==> config.mk <==
export PLATFORM = sky130hd
export DESIGN_NAME = pwm_multich_flat
export DESIGN_NICKNAME = d
export VERILOG_FILES = /design/src/rtl/pwm_multich_if.sv /design/src/rtl/pwm_multich.sv /design/src/flat_wrapper.sv
export SDC_FILE = /design/constraint.sdc
export NUM_CORES = 1
export LEC_CHECK = 0
export CORE_MARGIN = 4
export CORE_UTILIZATION = 55
export DETAILED_ROUTE_END_ITERATION = 8
export PLACE_DENSITY = 0.73
export SLEW_MARGIN = 40
export SYNTH_ARGS = -nofsm -noshare
export SYNTH_HDL_FRONTEND = slang
export SYNTH_SLANG_ARGS = --single-unit
export TNS_END_PERCENT = 1
==> constraint.sdc <==
create_clock -name clk -period 4.15 [get_ports clk]
set_clock_uncertainty 0.05 [all_clocks]
set_input_delay 0.415 -clock clk [delete_from_list [all_inputs] [get_ports clk]]
set_output_delay 0.415 -clock clk [all_outputs]
set_load 0.02 [all_outputs]
==> src/rtl/pwm_multich_if.sv <==
// pwm_multich_if: configuration port for the multi-channel PWM generator.
//
// A valid/ready write channel that carries a channel index and a duty value,
// plus a one-cycle error pulse for writes aimed at a channel that does not exist.
//
//   cfg_valid  master -> slave  write request
//   cfg_ch     master -> slave  target channel index (3 bits)
//   cfg_duty   master -> slave  requested duty in ticks (RES+1 bits)
//   cfg_ready  slave -> master  write accepted when high together with cfg_valid
//   cfg_err    slave -> master  one-cycle pulse: accepted write had a bad index
interface pwm_multich_if #(
  parameter int RES = 7
);
  logic           cfg_valid;
  logic           cfg_ready;
  logic [2:0]     cfg_ch;
  logic [RES:0]   cfg_duty;
  logic           cfg_err;

  modport master (
    output cfg_valid, cfg_ch, cfg_duty,
    input  cfg_ready, cfg_err
  );

  modport slave (
    input  cfg_valid, cfg_ch, cfg_duty,
    output cfg_ready, cfg_err
  );
endinterface

==> src/rtl/pwm_multich.sv <==
// pwm_multich: N-channel PWM generator with a shared prescaler and period counter.
//
// Each channel compares the shared period counter against its own threshold.
// Duty writes land in a per-channel shadow (pending) register and are copied
// into the active register only at the period boundary, so an output never
// changes shape mid-period. The direct/servo mode request is committed at the
// same boundary; servo mode uses a slower tick and maps duty onto a narrow
// threshold window.
//
//   clk           system clock
//   rst_n         asynchronous reset, active high despite the name
//   ena           run enable; when low, counters hold and outputs go low
//   mode_sel      requested mode: 0 = direct, 1 = servo
//   cfg           configuration write port (slave side)
//   pwm_out       registered PWM outputs, one bit per channel
//   period_start  one-cycle pulse after each period commit
module pwm_multich #(
  parameter int CHANNELS   = 3,
  parameter int RES        = 7,
  parameter int DIV_FAST   = 10416,
  parameter int DIV_SLOW   = 200000,
  parameter int SERVO_MIN  = 5,
  parameter int SERVO_SPAN = 5
) (
  input  logic                clk,
  input  logic                rst_n,
  input  logic                ena,
  input  logic                mode_sel,
  pwm_multich_if.slave        cfg,
  output logic [CHANNELS-1:0] pwm_out,
  output logic                period_start
);

  // Duty value that means full-on: exactly 2^RES.
  localparam logic [RES:0]   FULL  = {1'b1, {RES{1'b0}}};
  localparam logic [RES-1:0] D_MAX = '1;

  logic [31:0]         q_q, q_d;
  logic [RES-1:0]      d_q, d_d;
  logic                mode_q, mode_d;
  logic [RES:0]        pending_q [CHANNELS];
  logic [RES:0]        pending_d [CHANNELS];
  logic [RES:0]        active_q  [CHANNELS];
  logic [RES:0]        active_d  [CHANNELS];
  logic [CHANNELS-1:0] pwm_q, pwm_d;
  logic                period_start_q, period_start_d;
  logic                cfg_err_q, cfg_err_d;

  logic [31:0]         div;
  logic                tick;
  logic                boundary;
  logic                wr_en;
  logic                ch_ok;
  logic [RES:0]        duty_sat;
  logic [31:0]         thr_wide [CHANNELS];
  logic [RES:0]        thr      [CHANNELS];

  // Tick and boundary decode. The boundary is the last tick of the period;
  // config writes are refused in that cycle so a commit never races a write.
  always_comb begin
    div      = mode_q ? 32'(DIV_SLOW) : 32'(DIV_FAST);
    tick     = ena && (q_q == (div - 32'd1));
    boundary = tick && (d_q == D_MAX);
    wr_en    = cfg.cfg_valid && !boundary;
    ch_ok    = ({29'd0, cfg.cfg_ch} < 32'(CHANNELS));
    duty_sat = (cfg.cfg_duty > FULL) ? FULL : cfg.cfg_duty;
  end

  assign cfg.cfg_ready = !boundary;

  // Per-channel threshold from the committed duty and mode. Servo thresholds
  // can exceed 2^RES with large SERVO_MIN/SPAN, so clamp to FULL, which keeps
  // the "always high" meaning inside an RES+1 bit compare.
  always_comb begin
    for (int i = 0; i < CHANNELS; i++) begin
      if (mode_q) begin
        thr_wide[i] = 32'(SERVO_MIN) +
                      ((32'(active_q[i]) * 32'(SERVO_SPAN)) >> RES);
      end else begin
        thr_wide[i] = 32'(active_q[i]);
      end
      thr[i] = (thr_wide[i] > 32'(FULL)) ? FULL : thr_wide[i][RES:0];
    end
  end

  // Next-state logic for counters, shadow/active duties, mode and outputs.
  // The commit reads pending_q, which already holds any write accepted in the
  // cycle before the boundary.
  always_comb begin
    q_d            = q_q;
    d_d            = d_q;
    mode_d         = mode_q;
    pending_d      = pending_q;
    active_d       = active_q;
    period_start_d = boundary;
    cfg_err_d      = wr_en && !ch_ok;

    if (tick) begin
      q_d = '0;
      d_d = d_q + 1'b1;
    end else if (ena) begin
      q_d = q_q + 32'd1;
    end

    if (boundary) begin
      active_d = pending_q;
      mode_d   = mode_sel;
    end

    for (int i = 0; i < CHANNELS; i++) begin
      if (wr_en && ch_ok && ({29'd0, cfg.cfg_ch} == 32'(i))) begin
        pending_d[i] = duty_sat;
      end
      pwm_d[i] = ena && ({1'b0, d_q} < thr[i]);
    end
  end

  // State registers; reset clears everything including uncommitted writes.
  always_ff @(posedge clk or posedge rst_n) begin
    if (rst_n) begin
      q_q            <= '0;
      d_q            <= '0;
      mode_q         <= 1'b0;
      pwm_q          <= '0;
      period_start_q <= 1'b0;
      cfg_err_q      <= 1'b0;
      for (int i = 0; i < CHANNELS; i++) begin
        pending_q[i] <= '0;
        active_q[i]  <= '0;
      end
    end else begin
      q_q            <= q_d;
      d_q            <= d_d;
      mode_q         <= mode_d;
      pwm_q          <= pwm_d;
      period_start_q <= period_start_d;
      cfg_err_q      <= cfg_err_d;
      for (int i = 0; i < CHANNELS; i++) begin
        pending_q[i] <= pending_d[i];
        active_q[i]  <= active_d[i];
      end
    end
  end

  assign pwm_out      = pwm_q;
  assign period_start = period_start_q;
  assign cfg.cfg_err  = cfg_err_q;

endmodule

==> src/flat_wrapper.sv <==
// flat-port wrapper written by rule: the top's interface ports become plain ports
module pwm_multich_flat 
#(
  parameter int CHANNELS   = 3,
  parameter int RES        = 7,
  parameter int DIV_FAST   = 10416,
  parameter int DIV_SLOW   = 200000,
  parameter int SERVO_MIN  = 5,
  parameter int SERVO_SPAN = 5
)
  (clk, rst_n, ena, mode_sel, pwm_out, period_start, cfg_cfg_valid, cfg_cfg_ch, cfg_cfg_duty, cfg_cfg_ready, cfg_cfg_err);
  pwm_multich_if #(.RES(RES)) cfg_i ();
  input  logic clk;
  input  logic rst_n;
  input  logic ena;
  input  logic mode_sel;
  output logic [CHANNELS-1:0] pwm_out;
  output logic period_start;
  input wire logic [$bits(cfg_i.cfg_valid)-1:0] cfg_cfg_valid;
  input wire logic [$bits(cfg_i.cfg_ch)-1:0] cfg_cfg_ch;
  input wire logic [$bits(cfg_i.cfg_duty)-1:0] cfg_cfg_duty;
  output wire logic [$bits(cfg_i.cfg_ready)-1:0] cfg_cfg_ready;
  output wire logic [$bits(cfg_i.cfg_err)-1:0] cfg_cfg_err;
  assign cfg_i.cfg_valid = cfg_cfg_valid;
  assign cfg_i.cfg_ch = cfg_cfg_ch;
  assign cfg_i.cfg_duty = cfg_cfg_duty;
  assign cfg_cfg_ready = cfg_i.cfg_ready;
  assign cfg_cfg_err = cfg_i.cfg_err;
  pwm_multich #(.CHANNELS(CHANNELS), .RES(RES), .DIV_FAST(DIV_FAST), .DIV_SLOW(DIV_SLOW), .SERVO_MIN(SERVO_MIN), .SERVO_SPAN(SERVO_SPAN)) u_core (.clk(clk), .rst_n(rst_n), .ena(ena), .mode_sel(mode_sel), .cfg(cfg_i), .pwm_out(pwm_out), .period_start(period_start));
endmodule
==> results.tsv <==
stage	metric	value	unit
run_status	outcome	completed	
clocking	TritonCTS Sinks	93	
global_route	first-pass GRT wire length	19110	microns
worst_setup_path	cells on worst reg2reg path	15	
detailed_routing	met3 WL	480	microns
run	Max-Cap Viols	0	
synth	post-synth top area cell	dfrtp_1	
clocking	root buf cell	clkbuf_8	
timing	min cycle time layout	3.711	ns
power	total leakage power	2.943	nW
synth	Area contributors post-synth	dfrtp_1 42%, ha_1 12%, mux2_2 6.1%, xnor2_1 5.6%, mux2_4 5.4%	
power	Power Dens Cells	294.9	nW/um^2
global_route	total congestion overflow	0	
synth	Yosys reg bits	93	
power	Max VDD drop	0.2186	mV
clocking	later-pin clock latency in the skew report	0.38	ns
global_route	vias in the first global route	3772	
final_layout	area delta synth->final	9.685	%
timing	Final Slew Violations	0	
floorplan	die width	108.2	microns
final_layout	Filler Cells Inserted	814	
worst_setup_path	crit path launch type	register	
detailed_routing	Via density	5.853	
detailed_routing	max layer used	met4	
synth	synth unique cells	61	
global_route	initial antenna violation count	0	
timing	maximum clock rate	0.2695	GHz
floorplan	die area	11700	sq um
detailed_routing	drt pass-1 iters	4	
worst_setup_path	Crit path required time	4.38	ns
placed_design	gpl congestion	0.8746	
global_route	largest net degree at the start of global routing	36	
final_layout	Diodes inserted	0	
detailed_routing	Routed WL per cell	17.15	microns
detailed_routing	DRC Markers	0	
detailed_routing	length of routed met2 wiring	5175	microns
floorplan	IO Pins	22	
detailed_routing	DRT iter0 DRCs	181	
timing	unrepaired setup endpoints after global routing	no	
detailed_routing	ANT nets after route	0	
hold_path	Hold WC Path Type	primary input to async pin	
worst_setup_path	Worst Setup End Kind	register	
clocking	hold buffers post-CTS	0	
clocking	CTS Buf Count	9	
synth	FFs w/ async S/R, synth	1.000	
worst_setup_path	reg2reg end	u_core.pwm_out[0]$_DFF_PP0_	
detailed_routing	final wirelength	11200	microns
timing	relative slew slack	0.4934	
clocking	Longest Clk Path Bufs	2	
placed_design	post-detail-place hpwl	8266	microns
synth	sequential fraction of the synthesis area	0.4219	
placed_design	setup slack at placement	0.4933	ns
floorplan	Rows	36	
worst_setup_path	Worst Path Arrival	3.94	ns
timing	Setup-failing EPs final	0	
final_layout	layout cells sized above 1	0.1673	
detailed_routing	M1 wire length	5417	microns
floorplan	Initial Util	0.5644	
synth	Synth Instances	488	
synth	Commonest cells post-synth	93 x dfrtp_1, 53 x ha_1, 35 x xnor2_1	
clocking	setup bufs post-CTS	0	
worst_setup_path	reg2reg setup slack	0.44	ns
global_route	GRT Total Usage	0.2099	
detailed_routing	routed vias	3822	
synth	most common cell in the netlist	dfrtp_1	
timing	setup TNS	0	ns
synth	Mean Syn Cell Area	11.30	sq um
placed_design	I/O Buffers	21	
timing	Final WS setup	0.4389	ns
synth	YS warnings	0	
timing	Worst-Margin Slew	0.7599	ns
worst_setup_path	Crit Path Category	register to register	
worst_setup_path	CP Launch Point	u_core.active_q[18]$_DFFE_PP0P_	
synth	area share of the largest cell type after synthesis	0.4219	
worst_setup_path	crit path max fanout	4	
clocking	clk slew on worst S/H paths	0.09	ns
synth	Post-synth EDFFs	0	
worst_setup_path	RR Startpoint	u_core.active_q[18]$_DFFE_PP0P_	
floorplan	Die H	108.2	microns
timing	Fin. Hold Viols	0	
clocking	CTS tree	yes	
synth	cell area after synthesis	5517	sq um
clocking	CTS H-Tree Depth	3	
worst_setup_path	Worst setup endpoint	u_core.pwm_out[0]$_DFF_PP0_	
clocking	post-CTS sizing	0	
final_layout	Layout Nets	584	
timing	fin crit share	0.8942	
synth	leading register cell type out of synthesis	dfrtp_1	
synth	Post-Syn Nets	557	
floorplan	Core Area	9774	sq um
timing	hold_ws	0.3285	ns
-- flip-flops by register name, summed over array words and instances (netlist names) --
name,cells
u_core.pending_q,24
u_core.period_start,1
u_core.cfg.cfg_err,1
u_core.q_q,32
u_core.d_q,7
u_core.pwm_out,3
u_core.active_q,24
u_core.mode_q,1
-- metrics by stage --
stage | area (sq um) | util | std cells | power [mW]
final | 6051 | 0.6190 | 653 | 1.785
after global routing | 6051 | 0.6190 | 653 | 1.869
after CTS | 6046 | 0.6185 | 653 | 1.805
after detailed placement | 5856 | 0.5991 | 637 | 1.202
after global placement | 5856 | 0.5991 | 637 | 1.192
after floorplan | 5517 | - | 488 | 1.137
-- logic make-up (layout without fill, tap and decap cells) --
kind of cell,after synthesis,in the layout,share of synthesized area
fa+ha+maj,53,53,0.1202
xor+xnor,49,49,0.07780
compound gates,63,63,0.07939
simple gates,155,155,0.1604
mux,50,50,0.1157
flops,93,93,0.4219
buf+inv,25,57,0.02472
-- report_power, final --
part           total, mW  leakage (nW)  internal, mW  switching (mW)
registers           1.04          1.25         0.972          0.0684
clock network      0.601        0.0899         0.280           0.321
logic              0.143          1.60        0.0794          0.0639
-- how the worst min path moves through the flow --
stage / startpoint / end / cells after the start
floorplan: u_core.q_q[31]$_DFFE_PP0P_ / u_core.q_q[31]$_DFFE_PP0P_ / 1
global placement: u_core.q_q[31]$_DFFE_PP0P_ / u_core.q_q[31]$_DFFE_PP0P_ / 1
detailed placement: u_core.q_q[31]$_DFFE_PP0P_ / u_core.q_q[31]$_DFFE_PP0P_ / 1
CTS: rst_n / u_core.d_q[0]$_DFFE_PP0P_ / 2
global route: rst_n / u_core.d_q[0]$_DFFE_PP0P_ / 2
finish: rst_n / u_core.d_q[0]$_DFFE_PP0P_ / 2
-- metal layers --
metal / global-route usage / vias to the layer above
met1: 0.2958 / 1894
met2: 0.3224 / 63
li1: - / 1854
met3: 0.05970 / 11
met5: 0 / -
met4: 0.05050 / 0
-- worst max-delay path: stages, from the launching register on --
cell and delay, ns:
dfrtp_1 0.42, ha_1 0.31, ha_1 0.28, nand4_1 0.13, a2111o_1 0.42, nand2b_1 0.10
xor2_1 0.15, ha_1 0.20, xor2_1 0.18, xnor2_1 0.13, a21oi_1 0.09, ha_1 0.28
o2111a_1 0.16, a221o_1 0.30, a31o_2 0.22, a41oi_1 0.20
-- area by class of cell --
| class | instances | area, sq um | share of cell area |
|---|---|---|---|
| Clock inverter | 5 | 58.81 | 0.009719 |
| Sequential cell | 93 | 2327 | 0.3846 |
| Timing Repair Buffer | 27 | 255.2 | 0.04218 |
| Clock buffer | 11 | 131.4 | 0.02171 |
| Inverter | 14 | 53.80 | 0.008892 |
| Tap cell | 133 | 166.4 | 0.02750 |
| Multi-Input combinational cell | 370 | 3058 | 0.5054 |
-- cells in the final DEF, fill, tap and decap left out, types with 3 or more instances in the layout --
cell type        instances
a21oi_1                 17
a31oi_1                  3
o21ai_0                  8
nand3_1                 14
and3_1                  10
nor2_1                  27
dfrtp_1                 93
nor2b_1                 10
ha_1                    53
a22oi_1                  3
buf_4                    6
xnor2_1                 35
or3_1                    3
clkdlybuf4s50_1         21
xor2_1                  14
nor3b_1                  3
mux2_2                  30
a211oi_1                 3
inv_1                   13
nand4_1                 19
mux2_4                  20
nor4_1                   4
nor4b_2                  4
clkbuf_8                 9
nor3_1                  11
and4_1                   4
nand2_2                  3
a21o_1                   5
nand2_1                 25
(Power assumes the default switching activity.)
